`src/rtl/mem_responder.sv`:
```
`default_nettype none
// ============================================================================
//  Module   : mem_responder
//  Purpose  : MAR/MDR plus synchronous word memory answering controller
//             access strobes with a fixed-latency one-cycle mem_ready pulse.
//  Revision : 1.0  initial release
// ============================================================================
module mem_responder #(
    parameter int DATA_W  = 8,
    parameter int ADDR_W  = 6,
    parameter int DEPTH   = 64,
    parameter int LATENCY = 2
) (
    input  logic              clk,
    input  logic              rst,
    input  logic [DATA_W-1:0] bus_in,
    input  logic              MARin,
    input  logic              MDRin,
    input  logic              MDR_tobusin,
    input  logic              MDROutEn,
    input  logic              EN,
    input  logic              RW,
    output logic [DATA_W-1:0] bus_out,
    output logic              bus_oe,
    output logic              mem_ready,
    output logic              busy,
    output logic              addr_err
);

    localparam int                CNT_W   = (LATENCY > 1) ? $clog2(LATENCY) : 1;
    localparam logic [CNT_W-1:0]  c_cnt_init = CNT_W'(LATENCY - 1);
    localparam logic [ADDR_W:0]   c_depth    = (ADDR_W + 1)'(DEPTH);

    typedef enum logic [1:0] {
        S_IDLE = 2'd0,
        S_BUSY = 2'd1,
        S_DONE = 2'd2,
        S_HOLD = 2'd3
    } state_t;

    state_t              r_state;
    state_t              w_state_nxt;
    logic                w_accept;
    logic                w_perform;
    logic                w_in_range;

    logic [CNT_W-1:0]    r_cnt;
    logic [ADDR_W-1:0]   r_mar;
    logic [DATA_W-1:0]   r_mdr;
    logic [DATA_W-1:0]   r_rdata;
    logic                r_addr_err;
    logic                r_op;
    logic [ADDR_W-1:0]   r_addr;
    logic [DATA_W-1:0]   r_wdata;

    logic [DATA_W-1:0]   r_mem [DEPTH];

    always_ff @(posedge clk or negedge rst) begin
        if (!rst) begin
            r_state <= S_IDLE;
        end else begin
            r_state <= w_state_nxt;
        end
    end

    always_comb begin
        w_state_nxt = r_state;
        w_accept    = 1'b0;
        w_perform   = 1'b0;
        case (r_state)
            S_IDLE: begin
                if (EN) begin
                    w_accept    = 1'b1;
                    w_state_nxt = S_BUSY;
                end
            end
            S_BUSY: begin
                if (r_cnt == '0) begin
                    w_perform   = 1'b1;
                    w_state_nxt = S_DONE;
                end
            end
            S_DONE: w_state_nxt = EN ? S_HOLD : S_IDLE;
            S_HOLD: begin
                if (!EN) begin
                    w_state_nxt = S_IDLE;
                end
            end
            default: w_state_nxt = S_IDLE;
        endcase
    end

    assign w_in_range = ({1'b0, r_addr} < c_depth);

    always_ff @(posedge clk or negedge rst) begin
        if (!rst) begin
            r_cnt      <= '0;
            r_mar      <= '0;
            r_mdr      <= '0;
            r_rdata    <= '0;
            r_addr_err <= 1'b0;
            r_op       <= 1'b0;
            r_addr     <= '0;
            r_wdata    <= '0;
        end else begin
            // Access snapshot uses the pre-edge MAR/MDR, so same-edge loads
            // affect only the next access.
            if (w_accept) begin
                r_op       <= RW;
                r_addr     <= r_mar;
                r_wdata    <= r_mdr;
                r_cnt      <= c_cnt_init;
                r_addr_err <= 1'b0;
            end else if (r_state == S_BUSY && r_cnt != '0) begin
                r_cnt <= r_cnt - CNT_W'(1);
            end

            if (w_perform) begin
                if (!w_in_range) begin
                    r_rdata    <= '0;
                    r_addr_err <= 1'b1;
                end else if (r_op) begin
                    r_rdata <= r_mem[r_addr];
                end
            end

            if (MARin && r_state != S_BUSY) begin
                r_mar <= bus_in[ADDR_W-1:0];
            end

            if (MDR_tobusin) begin
                r_mdr <= r_rdata;
            end else if (MDRin) begin
                r_mdr <= bus_in;
            end
        end
    end

    // Storage is deliberately unreset; a reset before the perform edge
    // drops the state out of BUSY and so suppresses the write.
    always_ff @(posedge clk) begin
        if (w_perform && !r_op && w_in_range) begin
            r_mem[r_addr] <= r_wdata;
        end
    end

    assign bus_out   = MDROutEn ? r_mdr : '0;
    assign bus_oe    = MDROutEn;
    assign mem_ready = (r_state == S_DONE);
    assign busy      = (r_state == S_BUSY);
    assign addr_err  = r_addr_err;

endmodule
`default_nettype wire

```
`config.mk`:
```
export PLATFORM = sky130hd
export DESIGN_NAME = mem_responder
export DESIGN_NICKNAME = d
export VERILOG_FILES = /design/src/rtl/mem_responder.sv
export SDC_FILE = /design/constraint.sdc
export NUM_CORES = 1
export LEC_CHECK = 0
export CAP_MARGIN = 20
export CORE_MARGIN = 2
export CORE_UTILIZATION = 55
export CTS_CLUSTER_DIAMETER = 150
export CTS_CLUSTER_SIZE = 30
export DETAILED_ROUTE_END_ITERATION = 10
export PLACE_DENSITY = 0.74
export SLEW_MARGIN = 10
export SYNTH_ARGS = -nofsm -noshare
export SYNTH_HDL_FRONTEND = slang
export SYNTH_SLANG_ARGS = --single-unit
```
`constraint.sdc`:
```
create_clock -name clk -period 3 [get_ports clk]
set_input_delay 0.9 -clock clk [delete_from_list [all_inputs] [get_ports clk]]
set_output_delay 0.9 -clock clk [all_outputs]
set_load 0.005 [all_outputs]
```
==> results.py, run 1 <==
metrics = {
    "sta": {
        "period_share_pct": 94.8,
        "setup_skew_ns": 0.0269,
        "final_max_slew_viol_count": 0,
        "setup_viol_count_final": 0,
        "timing_worst_slew_pin_value_ns": 1.04,
        "worst_hold_slack_ns": 0.268,
        "final.min_clock_period_ns": 2.84,
        "maximum_clock_rate_mhz": 352,
        "slew_headroom_pct": 30.4,
        "rsz0062_at_grt": "false",
        "timing.final.hold_violations": 0,
    },
    "die": {
        "core_area_mm2": 0.0387,
        "die_height_um": 202,
        "io_pins": 28,
        "die_area_mm2": 0.0410,
        "die_span_in_x_um": 202,
        "floorplan.initialDensity_pct": 55.9,
        "floorplan.rows": 72,
    },
    "placed_design": {
        "dpl.hpwl_um": 35500,
        "io_buffer_count": 26,
        "gp_routability_congestion": 0.921,
    },
    "worst_setup_path": {
        "worst_setup_path_end_kind": "output pin",
        "timing_worst_setup_path_type": "reg2out",
        "critPathMaxStageDelay_ns": 0.51,
        "crit_path_max_fanout": 8,
        "required_ns": 2.10,
        "crit-reg2reg-capture": "r_rdata[5]",
        "timing.critical_path.max_delay_family": "buffers and inverters",
        "timing.rr.start": "r_addr[2]",
        "path_cells": "nand2b_2 -> inv_1 -> clkdlybuf4s50_1",
        "worstSetupPathDepth": 3,
        "cp_slowest_cell": "clkdlybuf4s50_1",
        "timing.critical_path.from_type": "register",
        "arrival_time_at_the_worst_endpoint_ns": 1.94,
        "worstPathBufferInverterCount": 2,
        "ff2ff_setup_slack_ns": 0.17,
        "cp_startpoint": "r_state[1]",
        "worst-r2r-cell-count": 8,
    },
    "routing": {
        "m1WireLength_um": 21000,
        "firstDrtPassIters": 7,
        "via_count": 12500,
        "met3_wirelength_um": 5720,
        "routed_via_density": 6.56,
        "top_signal_layer_used": "met4",
        "antenna_violating_nets_post_route": 0,
        "wire_per_inst_um": 28.5,
        "drc_errors": 0,
        "drt-initial-drc-count": 1827,
        "wl_um": 54300,
        "routed-wl-met2_um": 25400,
    },
    "cts": {
        "cts.sinks": 552,
        "clk_pin_slew_worst_paths_ns": 0.11,
        "cts.repair.resized": 1,
        "worst_skew_pair_latency_ns": 0.57,
        "cts-htree-levels": 1,
        "postCtsSetupBuffers": 0,
        "post_cts_hold_buffer_count": 0,
        "cts_tree": "yes",
        "cts_buffers": 22,
        "ctsLongestPathBuffers": 3,
        "clock-root-buffer": "clkbuf_16",
    },
    "yosys": {
        "synth-main-ff-cell": "edfxtp_1",
        "post_synth_instance_area_mm2": 0.0217,
        "synth_seq_cells": 552,
        "synth.avg_cell_area_um2": 17.2,
        "synth-edff-count": 512,
        "yosysUniqueCellTypes": 57,
        "yosys_warnings": 0,
        "synthesis.instances": 1257,
        "postSynthNetCount": 1273,
        "synth-async-reset-ratio_pct": 7.25,
        "ys_seq_area_share_pct": 75.6,
    },
    "grt": {
        "grt_start_max_net_pins": 66,
        "global_route_wire_length_before_repair_um": 80400,
        "grt.total_usage_pct": 26.6,
        "residual_overflow_from_global_routing": 0,
        "antenna_found_initial": 0,
        "grt_pass1_vias": 12400,
    },
    "pwr": {
        "p_leak_nw": 7.87,
        "power.density_mw_per_mm2": 903,
        "ir_drop_v": 0.000534,
        "report.power.total_mw": 21.7,
    },
    "cells_and_area": {
        "drive_above_1_share_pct": 20.4,
        "areaGrowthSynthToFinish_pct": 11.0,
        "n_antenna_cell": 0,
        "post_layout_nets": 1391,
    },
    "job": {
        "maxCapViolCount": 0,
    },
    "outcome": {
        "run_status": "complete, no violations",
    },
    "min_path": {
        "worstHoldPathType": "in2async",
    },
}
per-layer routing:
layer | track usage (%) | vias to the layer above
li1 | - | 5259
met1 | 38.4 | 6330
met2 | 41.8 | 778
met3 | 4.11 | 149
met4 | 9.41 | 0
met5 | 0 | -
synth_stat cells (all sizes together) (33+ instances only):
cell type	number	area, um^2
edfxtp	512	15400
nor2	105	394
mux2i	69	691
mux2	55	619
a221oi	54	473
nand2	51	191
o21ai	46	230
buf	45	279
dfrtp	40	1000
mux4	36	811
clkbuf	35	131
a22oi	33	248
power breakdown:
group          internal, mW  total, mW  switching [mW]
sequential             9.78       10.7           0.902
combinational          2.72       7.32            4.60
clock                  1.48       3.71            2.23
total                  14.0       21.7            7.73
worst max path at each step:
stage                     slack [ns]      endpoint
after floorplan                 0.28  r_mem[40][0]
after global placement         -0.02    bus_out[0]
after detailed placement       -0.07    bus_out[7]
after CTS                       0.06          busy
after global routing            0.08          busy
final                           0.16          busy
cells by family after synthesis:
| family | Yosys count | share of synthesized area, % |
|---|---|---|
| AND/OR/NAND/NOR | 214 | 4.37 |
| AO/OA/AOI/OAI | 242 | 8.17 |
| flip-flops | 552 | 75.6 |
| multiplexers | 160 | 9.79 |
| other | 1 | 0.0173 |
| buffers and inverters | 88 | 2.03 |
metrics by stage:
stage | setup WS (ns) | utilization (%) | instances | area [um^2] | setup TNS [ns]
after global routing | 0.0783 | 62.1 | 1909 | 24000 | 0
after floorplan | 0.281 | - | 1257 | 21700 | 0
after global placement | -0.0203 | 60.3 | 1867 | 23300 | -0.134
final | 0.157 | 62.1 | 1909 | 24000 | 0
after CTS | 0.0587 | 62.0 | 1907 | 24000 | 0
after detailed placement | -0.0661 | 60.3 | 1867 | 23300 | -0.303
registers in the layout, indices dropped and copies added (netlist names):
name,flops
r_mem,512
r_mdr,8
r_rdata,8
r_wdata,8
r_addr,6
r_mar,6
r_state,2
r_cnt,1
r_op,1
cell type report:
type / instances / area, um^2
inverter: 8 / 30.0
timing repair buffer: 174 / 1450
fill: 2702 / 14700
multi-input combinational: 617 / 4860
clock inverter: 1 / 20.0
tap: 518 / 648
sequential: 552 / 16400
clock buffer: 39 / 636
layout by cell type, fill, tap and decap left out, types with 3 or more instances in the layout:
master / instances
a221o_1: 8
a221oi_1: 54
a21oi_1: 24
mux2i_1: 69
a22oi_1: 33
edfxtp_1: 512
nand2_1: 51
clkbuf_16: 23
dfrtp_4: 3
nand2b_1: 3
buf_12: 7
o22ai_1: 17
o21ai_0: 46
nor2b_1: 5
o22a_1: 5
a211oi_1: 4
o221ai_1: 7
a2bb2oi_1: 3
and2_1: 13
a222oi_1: 4
mux4_2: 36
or2_2: 3
a22o_1: 5
dfrtp_2: 8
a311oi_1: 3
inv_1: 8
buf_4: 141
and3_1: 4
mux2_2: 54
nor2_1: 105
o211ai_1: 3
a31oi_1: 7
clkdlybuf4s50_1: 24
nand3_1: 10
dfrtp_1: 29
o32a_1: 6
clkbuf_1: 16
No activity file was read; power rests on OpenSTA's default activity.
==> run 2: changes to the inputs <==
--- a/config.mk
+++ b/config.mk
@@ -8,7 +8,7 @@
 export CAP_MARGIN = 20
 export CORE_MARGIN = 2
 export CORE_UTILIZATION = 55
-export CTS_CLUSTER_DIAMETER = 150
+export CTS_CLUSTER_DIAMETER = 200
 export CTS_CLUSTER_SIZE = 30
 export DETAILED_ROUTE_END_ITERATION = 10
 export PLACE_DENSITY = 0.74
==> results of run 2 <==
No change in the layout: final DEF, timing and power equal those of run 1.
==> run 3: changes to the inputs <==
--- a/config.mk
+++ b/config.mk
@@ -11,6 +11,7 @@
 export CTS_CLUSTER_DIAMETER = 200
 export CTS_CLUSTER_SIZE = 30
 export DETAILED_ROUTE_END_ITERATION = 10
+export MAX_ROUTING_LAYER = met4
 export PLACE_DENSITY = 0.74
 export SLEW_MARGIN = 10
 export SYNTH_ARGS = -nofsm -noshare
==> run 3 against run 2 <==
Cell count is the same. Sequential power hardly changed. Fmax grew 0.30%. Critical path type is now reg2reg. Sequential share of layout area unchanged.
==> results.py, run 3 (same netlist as run 1, synthesis figures left out) <==
metrics = {
    "die": {
        "die_span_in_x_um": 202,
        "io_pins": 28,
        "die_height_um": 202,
        "floorplan.initialDensity_pct": 55.9,
        "core_area_mm2": 0.0387,
        "floorplan.rows": 72,
        "die_area_mm2": 0.0410,
    },
    "cells_and_area": {
        "areaGrowthSynthToFinish_pct": 11.0,
        "layout.core_utilization_pct": 62.1,
        "final_design_area_no_fill_mm2": 0.0240,
        "post_layout_nets": 1391,
        "largest_reg_flops": 512,
        "n_antenna_cell": 0,
        "total_area_of_multi_input_combinational_cells_mm2": 0.00486,
        "final.fill_count": 2702,
        "drive_above_1_share_pct": 20.4,
        "layout.cells.most_common": "edfxtp_1",
        "register_name_with_the_most_flops": "r_mem",
        "area.sequential_mm2": 0.0164,
        "highest_count_cells_in_the_layout_ignoring_fill_and_taps": "edfxtp_1, buf_4, nor2_1",
    },
    "routing": {
        "drt-initial-drc-count": 1775,
        "routed_via_density": 6.57,
        "wire_per_inst_um": 28.5,
        "wl_um": 54400,
        "drc_errors": 0,
        "via_count": 12600,
        "antenna_violating_nets_post_route": 0,
        "firstDrtPassIters": 8,
    },
    "cts": {
        "cts_buffers": 22,
        "cts.sinks": 552,
        "cts-htree-levels": 1,
        "clk_pin_slew_worst_paths_ns": 0.12,
        "cts_tree": "yes",
        "post_cts_hold_buffer_count": 0,
        "ctsLongestPathBuffers": 3,
        "worst_skew_pair_latency_ns": 0.57,
        "clock-root-buffer": "clkbuf_16",
        "postCtsSetupBuffers": 0,
    },
    "worst_setup_path": {
        "worst_setup_path_end_kind": "register",
        "crit_path_max_fanout": 20,
        "arrival_time_at_the_worst_endpoint_ns": 3.30,
        "timing.critical_path.from_type": "register",
        "required_ns": 3.47,
        "timing_worst_setup_path_type": "reg2reg",
        "ff2ff_setup_slack_ns": 0.17,
        "worst-r2r-cell-count": 8,
    },
    "placed_design": {
        "dpl.hpwl_um": 35500,
        "io_buffer_count": 26,
        "gp_routability_congestion": 0.939,
        "post-place-ws_ns": -0.0661,
        "post_dp_cell_area_mm2": 0.0233,
    },
    "sta": {
        "final_max_slew_viol_count": 0,
        "maximum_clock_rate_mhz": 353,
        "layout_setup_ws_ns": 0.166,
        "setup_skew_ns": 0.0268,
        "final.min_clock_period_ns": 2.83,
        "setup_viol_count_final": 0,
        "period_share_pct": 94.5,
        "slew_headroom_pct": 31.6,
        "timing_worst_slew_pin_value_ns": 1.02,
        "rsz0062_at_grt": "false",
        "timing.final.hold_violations": 0,
    },
    "grt": {
        "residual_overflow_from_global_routing": 0,
        "grt.total_usage_pct": 27.4,
        "grt_pass1_vias": 12300,
        "global_route_wire_length_before_repair_um": 80400,
        "grt_start_max_net_pins": 66,
        "antenna_found_initial": 0,
    },
    "job": {
        "maxCapViolCount": 0,
    },
    "pwr": {
        "report.power.total_mw": 21.7,
        "power.density_mw_per_mm2": 903,
        "p_leak_nw": 7.87,
        "ir_drop_v": 0.000528,
    },
    "outcome": {
        "run_status": "complete, no violations",
    },
    "min_path": {
        "worstHoldPathType": "in2async",
    },
}
run 3: path summary, 6_finish.rpt:
path	startpoint	to
worst max-delay path	r_addr[2]	r_rdata[5]
worst min-delay path	rst	r_mdr[3]
worst max register to register	r_addr[2]	r_rdata[5]
worst min register to register	r_wdata[6]	r_mem[47][6]
max in group asynchronous	rst	r_addr[2]
min in group clk	r_wdata[6]	r_mem[47][6]
run 3: through the flow:
stage / TNS [ns] / cells / hold WS [ns]
3_5_place_dp: -0.303 / 1867 / 0.474
6_report: 0 / 1909 / 0.275
2_1_floorplan: 0 / 1257 / 0.444
3_3_place_gp: -0.134 / 1867 / 0.470
5_1_grt: 0 / 1909 / 0.305
4_1_cts: 0 / 1907 / 0.273
run 3: power by group:
| group | internal, mW | total, mW | switching (mW) |
|---|---|---|---|
| logic | 2.72 | 7.31 | 4.59 |
| clock network | 1.48 | 3.71 | 2.22 |
| registers | 9.78 | 10.7 | 0.911 |
| total | 14.0 | 21.7 | 7.72 |
run 3: timing repair:
action | 4_1_cts | 5_1_grt
resized for setup | 1 | 1
pin swaps | 0 | 0
setup endpoints to repair | 8 | 1
run 3: area by class of cell:
| cell class | count | area share, % |
|---|---|---|
| repair buffers | 174 | 6.04 |
| well taps | 518 | 2.70 |
| clock inverters | 1 | 0.0833 |
| inverters | 8 | 0.125 |
| flip-flops and latches | 552 | 68.2 |
| clock buffers | 39 | 2.64 |
| multi-input cells | 617 | 20.2 |
run 3: worst max-delay path: stages, from the launching register on:
cell and delay (ns):
dfrtp_4 0.64, buf_4 0.22, nor2b_2 0.25, buf_4 0.24, a221oi_1 0.37, nor2_1 0.07
o21ai_0 0.44, nand4_1 0.17, o32a_1 0.33
run 3: metal layers:
layer  global-route usage, %  share of wire, %
met5                       -                 0
met4                    9.52               3.9
met3                    4.31                11
met2                    41.7                47
met1                    38.4                39
